### src/rtl/control_unit.sv
// Multi-cycle control FSM: decodes the IR opcode into datapath strobes, one state per cycle.
// Keeps a sticky illegal-opcode flag and a wrapping count of retired instructions.
module control_unit (
   input  logic        clk,
   input  logic        reset,
   input  logic [31:0] instruction_in,
   input  logic        alu_zero,
   output logic        PCWrite,
   output logic [1:0]  PCSource,
   output logic        ALUSrcA,
   output logic [1:0]  ALUSrcB,
   output logic [1:0]  ALUOp,
   output logic        LoadAOut,
   output logic        LoadRegA,
   output logic        LoadRegB,
   output logic        LoadMDR,
   output logic        IRWrite,
   output logic        RegWrite,
   output logic        MemToReg,
   output logic        DMemRead,
   output logic        DMemWrite,
   output logic        IMemRead,
   output logic [3:0]  state_out,
   output logic        illegal,
   output logic [31:0] retired
);

   typedef enum logic [3:0] {
      StFetch    = 4'd0,
      StDecode   = 4'd1,
      StMemAddr  = 4'd2,
      StMemRead  = 4'd3,
      StMemWb    = 4'd4,
      StMemWrite = 4'd5,
      StExecR    = 4'd6,
      StExecI    = 4'd7,
      StAluWb    = 4'd8,
      StBranch   = 4'd9,
      StIllegal  = 4'd10
   } state_e;

   localparam logic [6:0] OpLoad   = 7'b0000011;
   localparam logic [6:0] OpStore  = 7'b0100011;
   localparam logic [6:0] OpRtype  = 7'b0110011;
   localparam logic [6:0] OpItype  = 7'b0010011;
   localparam logic [6:0] OpBranch = 7'b1100011;

   typedef struct packed {
      logic       pc_write;
      logic [1:0] pc_source;
      logic       alu_src_a;
      logic [1:0] alu_src_b;
      logic [1:0] alu_op;
      logic       load_aout;
      logic       load_rega;
      logic       load_regb;
      logic       load_mdr;
      logic       ir_write;
      logic       reg_write;
      logic       mem_to_reg;
      logic       dmem_read;
      logic       dmem_write;
      logic       imem_read;
   } ctrl_t;

   state_e      state_q, state_d;
   ctrl_t       ctrl;
   logic        retire;
   logic        illegal_q;
   logic [31:0] retired_q;
   logic [6:0]  opcode;
   logic        unused_instr;

   assign opcode       = instruction_in[6:0];
   assign unused_instr = ^instruction_in[31:7];

   always_ff @(posedge clk) begin
      if (reset) begin
         state_q   <= StFetch;
         illegal_q <= 1'b0;
         retired_q <= 32'd0;
      end else begin
         state_q   <= state_d;
         illegal_q <= illegal_q | (state_d == StIllegal);
         if (retire) begin
            retired_q <= retired_q + 32'd1;
         end
      end
   end

   always_comb begin
      state_d = state_q;
      ctrl    = '0;
      retire  = 1'b0;
      unique case (state_q)
         StFetch: begin
            ctrl.imem_read = 1'b1;
            ctrl.ir_write  = 1'b1;
            ctrl.load_aout = 1'b1;
            ctrl.alu_src_b = 2'd1;
            state_d        = StDecode;
         end
         StDecode: begin
            // PC <= PC+4 (held in ALUOut) while ALUOut <= branch target on the same edge.
            ctrl.load_rega = 1'b1;
            ctrl.load_regb = 1'b1;
            ctrl.pc_write  = 1'b1;
            ctrl.pc_source = 2'd1;
            ctrl.load_aout = 1'b1;
            ctrl.alu_src_b = 2'd3;
            case (opcode)
               OpLoad, OpStore: state_d = StMemAddr;
               OpRtype:         state_d = StExecR;
               OpItype:         state_d = StExecI;
               OpBranch:        state_d = StBranch;
               default:         state_d = StIllegal;
            endcase
         end
         StMemAddr: begin
            ctrl.alu_src_a = 1'b1;
            ctrl.alu_src_b = 2'd2;
            ctrl.load_aout = 1'b1;
            state_d        = (opcode == OpStore) ? StMemWrite : StMemRead;
         end
         StMemRead: begin
            ctrl.dmem_read = 1'b1;
            ctrl.load_mdr  = 1'b1;
            state_d        = StMemWb;
         end
         StMemWb: begin
            ctrl.reg_write  = 1'b1;
            ctrl.mem_to_reg = 1'b1;
            retire          = 1'b1;
            state_d         = StFetch;
         end
         StMemWrite: begin
            ctrl.dmem_write = 1'b1;
            retire          = 1'b1;
            state_d         = StFetch;
         end
         StExecR: begin
            ctrl.alu_src_a = 1'b1;
            ctrl.alu_op    = 2'b10;
            ctrl.load_aout = 1'b1;
            state_d        = StAluWb;
         end
         StExecI: begin
            ctrl.alu_src_a = 1'b1;
            ctrl.alu_src_b = 2'd2;
            ctrl.load_aout = 1'b1;
            state_d        = StAluWb;
         end
         StAluWb: begin
            ctrl.reg_write = 1'b1;
            retire         = 1'b1;
            state_d        = StFetch;
         end
         StBranch: begin
            ctrl.alu_src_a = 1'b1;
            ctrl.alu_op    = 2'b01;
            ctrl.pc_source = 2'd1;
            ctrl.pc_write  = alu_zero;
            retire         = 1'b1;
            state_d        = StFetch;
         end
         StIllegal: begin
            state_d = StIllegal;
         end
         default: begin
            state_d = StFetch;
         end
      endcase
      // Reset masks every strobe so an interrupted instruction issues no partial writes.
      if (reset) begin
         ctrl = '0;
      end
   end

   assign PCWrite   = ctrl.pc_write;
   assign PCSource  = ctrl.pc_source;
   assign ALUSrcA   = ctrl.alu_src_a;
   assign ALUSrcB   = ctrl.alu_src_b;
   assign ALUOp     = ctrl.alu_op;
   assign LoadAOut  = ctrl.load_aout;
   assign LoadRegA  = ctrl.load_rega;
   assign LoadRegB  = ctrl.load_regb;
   assign LoadMDR   = ctrl.load_mdr;
   assign IRWrite   = ctrl.ir_write;
   assign RegWrite  = ctrl.reg_write;
   assign MemToReg  = ctrl.mem_to_reg;
   assign DMemRead  = ctrl.dmem_read;
   assign DMemWrite = ctrl.dmem_write;
   assign IMemRead  = ctrl.imem_read;
   assign state_out = state_q;
   assign illegal   = illegal_q;
   assign retired   = retired_q;

endmodule

### config.mk
export PLATFORM = sky130hd
export DESIGN_NAME = control_unit
export DESIGN_NICKNAME = d
export VERILOG_FILES = /design/src/rtl/control_unit.sv
export SDC_FILE = /design/constraint.sdc
export NUM_CORES = 1
export LEC_CHECK = 0
export ABC_AREA = 1
export BUFFER_PORTS_ARGS = -buffer_cell sky130_fd_sc_hd__buf_2
export CORE_UTILIZATION = 46
export CTS_CLUSTER_SIZE = 24
export DETAILED_ROUTE_END_ITERATION = 8
export GPL_TIMING_DRIVEN = 0
export PLACE_DENSITY = 0.85
export SLEW_MARGIN = 0
export SYNTH_ARGS = -nofsm -noshare
export SYNTH_HDL_FRONTEND = slang
export SYNTH_SLANG_ARGS = --single-unit
### constraint.sdc
create_clock -name clk -period 3.1 [get_ports clk]
set_clock_uncertainty 0.2 [all_clocks]
set_input_delay 0.31 -clock clk [delete_from_list [all_inputs] [get_ports clk]]
set_output_delay 0.31 -clock clk [all_outputs]
set_load 0.05 [all_outputs]
# Word level (Yosys, flattened, before mapping)
# Index checks and enable logic that the tools add are counted.
# classes
div_mod_pow	0
n_mux	16
shift	0
eq_ne	16
n_addsub	1
n_mul	0
n_bitwise	1
reduce_logical	8
magnitude_cmp	0
# ops
cell	count
adder 32 x 1 -> 32 bit (second input constant)	1
case mux 4 bit (6 select lines)	1
two-way mux 18 bit	1
== test 4 x 3 -> 1 bit (second input constant)	4
== test 4 bit (second input constant)	4
case mux 4 bit (4 select lines)	1
== test 7 x 6 -> 1 bit (second input constant)	2
== test 4 x 2 -> 1 bit (second input constant)	2
two-way mux 1 bit	8
OR reduction 2 bit	4
OR reduction 4 bit	2
== test 7 x 2 -> 1 bit (second input constant)	1
== test 7 x 5 -> 1 bit (second input constant)	1
== test 7 bit (second input constant)	1
case mux 2 bit (3 select lines)	1
case mux 3 bit (2 select lines)	1
OR reduction 5 bit	1
== test 4 x 1 -> 1 bit (second input constant)	1
zero test 4 bit	1
case mux 2 bit (2 select lines)	1
two-way mux 3 bit	1
two-way mux 2 bit	1
OR 1 bit	1
# word_totals
ff_bits	37
inputBits	35
latchBits	0
elab_cells	45
ramBits	0
romBits	0
output_inout_bits	55
mem_count	0

# Longest topological paths before layout
# Gate-level depths: netlist (run 1).
# logic_depth
ltp_word	6
depth_mapped	11
mapped_depth_nobuf	11

# Least setup slack after synthesis (run 1)
# No wires, ideal clock.
# synth_timing
path_kind	register -> output
startpoint	register state_q[1], in the netlist state_out[1]
endpoint	output port ALUOp[1]
path_slack_ns	0.142
required_time_ns	2.590
arrival_time_ns	2.448
path_buffers	0
stages_incl_launch_ff	3
path_cell_list	dfxtp_1 inv_1 nor4_1
# synth_via
elab_chain_len	3
elab_cells_between_ends	4
cone_classes	eq/ne (2); mux (2)
# synth_rtl
element	line	source
start, declared	66	state_e state_q, state_d;
start signal, assigned	79	state_q <= StFetch;
start signal, assigned	83	state_q <= state_d;
== test 4 bit / == test 4 x 3 -> 1 bit (equally long branches)	95	unique case (state_q)
case mux 2 bit (2 select lines) *	95	
two-way mux 18 bit *	174	if (reset) begin
end, declared	12	output logic [1:0] ALUOp,
# Mark *: on every way between the ends. The rest lies on a longest branch, timed or not.

# Worst setup path after layout (run 1)
# layout_timing
startpoint	register state_q[2], in the netlist state_out[2]
endpoint	output port ALUSrcB[1]
# layout_via
elab_chain_len	4
elab_cells_between_ends	7
cone_classes	eq/ne (3); mux (2); reduce/logical (2)
# layout_rtl
element	line	source
== test 4 x 3 -> 1 bit / == test 4 x 2 -> 1 bit (equally long branches)	95	
OR reduction 2 bit (no source line)	-	
case mux 2 bit (3 select lines) *	95	
two-way mux 18 bit *	174	
end, declared	11	output logic [1:0] ALUSrcB,
# Marked as above.

==> results of run 1 <==
-- sequential cells by signal, summed over array words and instances, names as in the netlist --
name	cells
retired	32
state_out	4
illegal	1
-- through the flow --
step	cells	setup WS (ns)	total power, µW	hold WS [ns]
after floorplan	376	0.142	714	0.194
after global placement	506	1.18	769	0.239
after detailed placement	506	1.15	774	0.239
after CTS	514	0.817	1270	0.0966
after global routing	514	0.720	1310	0.101
final	514	0.824	1270	0.0859
-- per-layer routing --
metal | GRT usage, % | vias up | wire (µm)
met3 | 5.28 | 9 | 415
met4 | 9.15 | 0 | 91
li1 | - | 1328 | -
met2 | 38.7 | 101 | 2700
met1 | 30.6 | 1158 | 2580
met5 | 0 | - | 0
-- cell usage in the layout, fill, tap and decap left out, types with 4 or more instances in the layout --
cell	synthesis	final
inv_1	49	49
clkbuf_8	0	5
dfxtp_1	37	37
a31oi_1	4	4
nand4_1	10	10
nor2_1	72	72
nand3_1	26	26
nand2_1	106	106
buf_2	1	64
buf_4	4	4
a21oi_1	22	22
o21a_1	5	5
nor3_1	5	5
o21ai_0	9	9
-- cell type report --
class,count,area [µm²],share of cell area [%]
clock buffer,5,68.8,2.45
buffer,9,57.6,2.05
inverter,50,188,6.68
timing repair buffer,63,315,11.2
multi-input combinational,280,1290,45.9
clock inverter,3,65.1,2.32
sequential,37,741,26.4
tap,67,83.8,2.99
-- cell families (layout without fill, tap and decap cells) --
group           after synthesis  after routing
compound gates               42             42
buf+inv                      59            130
other cells                   1              1
fa+ha+maj                     1              1
xor+xnor                      2              2
simple gates                234            234
flops                        37             37
-- critical path: cells and delay by family, from the launching register on --
kind                   cells  cell delay (ns)
buffers and inverters      3             0.47
AND/OR/NAND/NOR            2             0.51
flip-flops                 1             0.36
AO/OA/AOI/OAI              1             0.13
-- synth_stat cells, types with 2 or more instances --
cell	count	area (µm²)
nand2_1	106	398
nor2_1	72	270
inv_1	49	184
dfxtp_1	37	741
nand3_1	26	130
a21oi_1	22	110
nand4_1	10	62.6
o21ai_0	9	45.0
nor3_1	5	25.0
o21a_1	5	37.5
a31oi_1	4	25.0
buf_4	4	30.0
clkbuf_1	3	11.3
nand2_2	3	18.8
nor2_2	3	18.8
nor3_4	2	32.5
xor2_1	2	17.5
-- power groups by stage --
stage          Combinational, µW  Clock [µW]  Sequential (µW)
2_1_floorplan                171           0              543
3_3_place_gp                 261           0              508
3_5_place_dp                 266           0              508
4_1_cts                      267         509              497
5_1_grt                      285         531              499
6_report                     267         503              497
-- path summary, 6_finish.rpt --
kind | start | to | slack [ns]
max | state_out[2] | ALUSrcB[1] | 0.82
min | reset | state_out[3] | 0.09
max reg2reg | retired[4] | retired[21] | 1.23
min reg2reg | illegal | illegal | 0.26
==> metrics.cfg, run 1 <==
[status]
status = finished clean

[synth]
synthXorXnorAreaFrac_pct = 0.770
yosys_warnings = 0
syn-cell-area_um2 = 2270
synthAdderAreaFrac_pct = 0.550
seq_area_frac_synth_pct = 32.6
synth_cells = 376
syn_nets = 412
synth_mux_area_share_pct = 0
syn_area_per_cell_um2 = 6.05
synth.distinct_cells = 31
synth-main-ff-cell = dfxtp_1
yosys.area_share.simple_pct = 44.9
synth_top_family_by_area = simple AND/OR/NAND/NOR gates
synthArstFlopShare_pct = 0
ys_seq_elements = 37
synth_compound_area_share_pct = 10.2
synth-edff-count = 0

[pwr]
irDropWorstVdd_mv = 0.268
clock_power_share_pct = 39.7
p_per_area_nw_per_um2 = 451
p_int_uw = 867
power_switching_uw = 399
seq_power_share_pct = 39.2
comb_power_share_pct = 21.1
p_leak_uw = 0.00131
p_sw_share_pct = 31.5

[die]
design.core.area_um2 = 4750
die_height_um = 72.3
die_x_um = 72.3
core.rowCount = 25
start_util_pct = 47.8
die_area_um2 = 5230
ios = 90

[grt]
grt_max_degree = 13
grt_pass1_vias = 2274
grt_use_total_pct = 23.8
grt_pass1_wl_mm = 9.80
gr-total-overflow = 0
antenna_found_initial = 0

[critical_path]
path_cells = nor2_1 > inv_1 > nor2_2 > o21ai_0 > inv_1 > buf_2
reg2regPathDepth = 7
start_kind = flop
critPathMaxStageDelay_ns = 0.36
critPathArrivalTime_ns = 1.77
cp_max_fo = 6
critPathKind = flop to primary output
critical-path-slowest-cell = dfxtp_1
cp-end-kind = primary output
worstPathRequired_ns = 2.59
cp_common_cell = inv_1

[route]
vias = 2596
wl_per_cell_um = 11.2
vias_per_cell = 5.05
firstDrtPassIters = 5
drtIter0Drc = 270
drcViolationCount = 0
antenna_left = 0
wl_mm = 5.78

[cells_and_area]
area_growth_pct = 23.4
drive_above_1_share_pct = 19.9
nFillCells = 466
nNetsFinal = 482
fin_util_pct = 59.1
postLayoutCellArea_um2 = 2810
antenna_cells = 0

[cts]
cts-buffers-inserted = 5
cts.repair.resized = 0
clock_sinks = 37
cts.htree.levels = 2
cts_root_buffer = clkbuf_8
cts.hold.buffers_added = 0
clock_path_buffers = 2
post_cts_buffers = 0
cts_tree = yes
clk_pin_slew_ns = 0.07
worst_skew_pair.late_latency_ns = 0.29

[timing]
slew_violations = 0
worst_pin_slew_ns = 0.551
hold_viol = 0
layout_min_cycle_time_ns = 2.28
rsz0062_at_grt = false
slew_headroom_pct = 63.3
period_share_pct = 73.4
fmax_ghz = 0.439
setup_viol_count_final = 0
fin_tns_setup_ns = 0

[placed_design]
dpl_cell_area_um2 = 2670
dp.final_hpwl_mm = 4.46
io_buffers = 63
place_congestion = 0.872

[flow_run]
cap_violations = 0

[worst_hold_path]
whs_path_depth = 2
hold_path_class = input pin to flop

No activity file was read; power rests on OpenSTA's default activity.
==> run 2: changes to the inputs <==
Clock period 3.1 ns to 2.4 ns, I/O delays scaled along.
==> run 2 against run 1 <==
Sequential cell count is the same. Critical endpoint unchanged. Largest power group is now sequential cells. Via count shrank 0.35%. Clock-buffer cell count grew 2. Register-to-register slack lost 0.65 ns. Sequential share of layout area grew 0.25 points.
==> metrics.cfg, run 2 (synthesized netlist as in run 1, its figures left out) <==
[placed_design]
dpl_cell_area_um2 = 2700
place_congestion = 0.897
preCtsSetupSlack_ns = 0.514
io_buffers = 63
dp.final_hpwl_mm = 4.55

[route]
wl_per_cell_um = 11.4
drtIter0Drc = 223
drcViolationCount = 0
antenna_left = 0
vias = 2587
wl_mm = 5.85
vias_per_cell = 5.04
firstDrtPassIters = 5

[die]
start_util_pct = 47.8
ios = 90
die_x_um = 72.3
design.core.area_um2 = 4750
die_area_um2 = 5230
die_height_um = 72.3
core.rowCount = 25

[pwr]
irDropWorstVdd_mv = 0.312
p_per_area_nw_per_um2 = 513
power_uw = 1430
p_leak_uw = 0.00129

[grt]
grt_pass1_wl_mm = 9.52
antenna_found_initial = 0
gr-total-overflow = 0
grt_max_degree = 11
grt_use_total_pct = 22.8
grt_pass1_vias = 2264

[timing]
setup_viol_count_final = 0
hold_viol = 0
setup_ws_ns = 0.163
rsz0062_at_grt = false
period_share_pct = 93.2
layout_min_cycle_time_ns = 2.24
slew_violations = 0
slew_headroom_pct = 62.7
holdWs_ns = 0.0214
worst_pin_slew_ns = 0.559
fmax_ghz = 0.447

[worst_hold_path]
hold_path_class = input pin to flop

[cts]
clock_sinks = 37
cts-buffers-inserted = 5
worst_skew_pair.late_latency_ns = 0.29
cts_tree = yes
cts.hold.buffers_added = 0
post_cts_buffers = 0
clock_path_buffers = 2
cts_root_buffer = clkbuf_8
cts.repair.resized = 0
cts.htree.levels = 2
clk_pin_slew_ns = 0.07

[cells_and_area]
area_growth_pct = 22.5
final_common_cell = nand2_1
nNetsFinal = 482
final_cell_mix = 106 x nand2_1, 70 x nor2_1, 64 x buf_2
antenna_cells = 0
postLayoutCellArea_um2 = 2790
drive_above_1_share_pct = 21.1
largest_reg_flops = 32

[critical_path]
worstPathRequired_ns = 1.96
cp_max_fo = 8
cp-end-kind = primary output
start_kind = flop
critPathArrivalTime_ns = 1.80
critPathKind = flop to primary output

[flow_run]
cap_violations = 0

[status]
status = finished clean

==> run 2: changes by cell type in the layout (fill, tap and decap cells not counted), sizes merged <==
| cell | previous run | this run |
|---|---|---|
| clkbuf | 8 | 10 |
| clkinv | 1 | 0 |
| bufinv | 2 | 0 |
==> run 2: critical path, cell delays in order (launching register included) <==
cell	delay, ns
dfxtp_1	0.43
inv_1	0.19
nor2_1	0.19
nand2_1	0.16
o31ai_1	0.10
o21ai_0	0.12
inv_1	0.07
buf_2	0.25
==> run 2: layout make-up <==
type                            count  area, µm²
Multi-Input combinational cell    280       1310
Tap cell                           67       83.8
Sequential cell                    37        742
Buffer                              9       57.6
Fill cell                         485       1970
Timing Repair Buffer               63        315
Inverter                           50        188
Clock buffer                        7       86.3
==> run 2: final timing paths <==
kind                                      to  cells past startpoint          from  slack, ns
worst max-delay path              ALUSrcB[1]                      7  state_out[1]       0.16
worst min-delay path            state_out[3]                      2         reset       0.02
worst max register to register   retired[21]                      7    retired[2]       0.58
worst min register to register       illegal                      2       illegal       0.25
==> run 2: routing by layer <==
metal / up-vias / routed length, µm / track usage, %
met1: 1168 / 2650 / 28.1
met3: 12 / 329 / 5.00
met4: 0 / 103 / 8.71
met2: 82 / 2770 / 38.8
met5: - / 0 / 0
li1: 1325 / - / -
==> run 2: stage by stage <==
stage          utilization, %  setup TNS (ns)  std cells
3_5_place_dp             56.8               0        506
2_1_floorplan               -         -0.0203        376
3_3_place_gp             56.8               0        506
4_1_cts                  58.6               0        513
6_report                 58.6               0        513
5_1_grt                  58.6               0        513
==> run 2: where the power goes <==
group	total, µW	leakage, µW	switching [µW]	internal [µW]
logic	348	0.000942	266	82.1
clock network	439	0.0000443	211	228
registers	644	0.000299	15.7	628
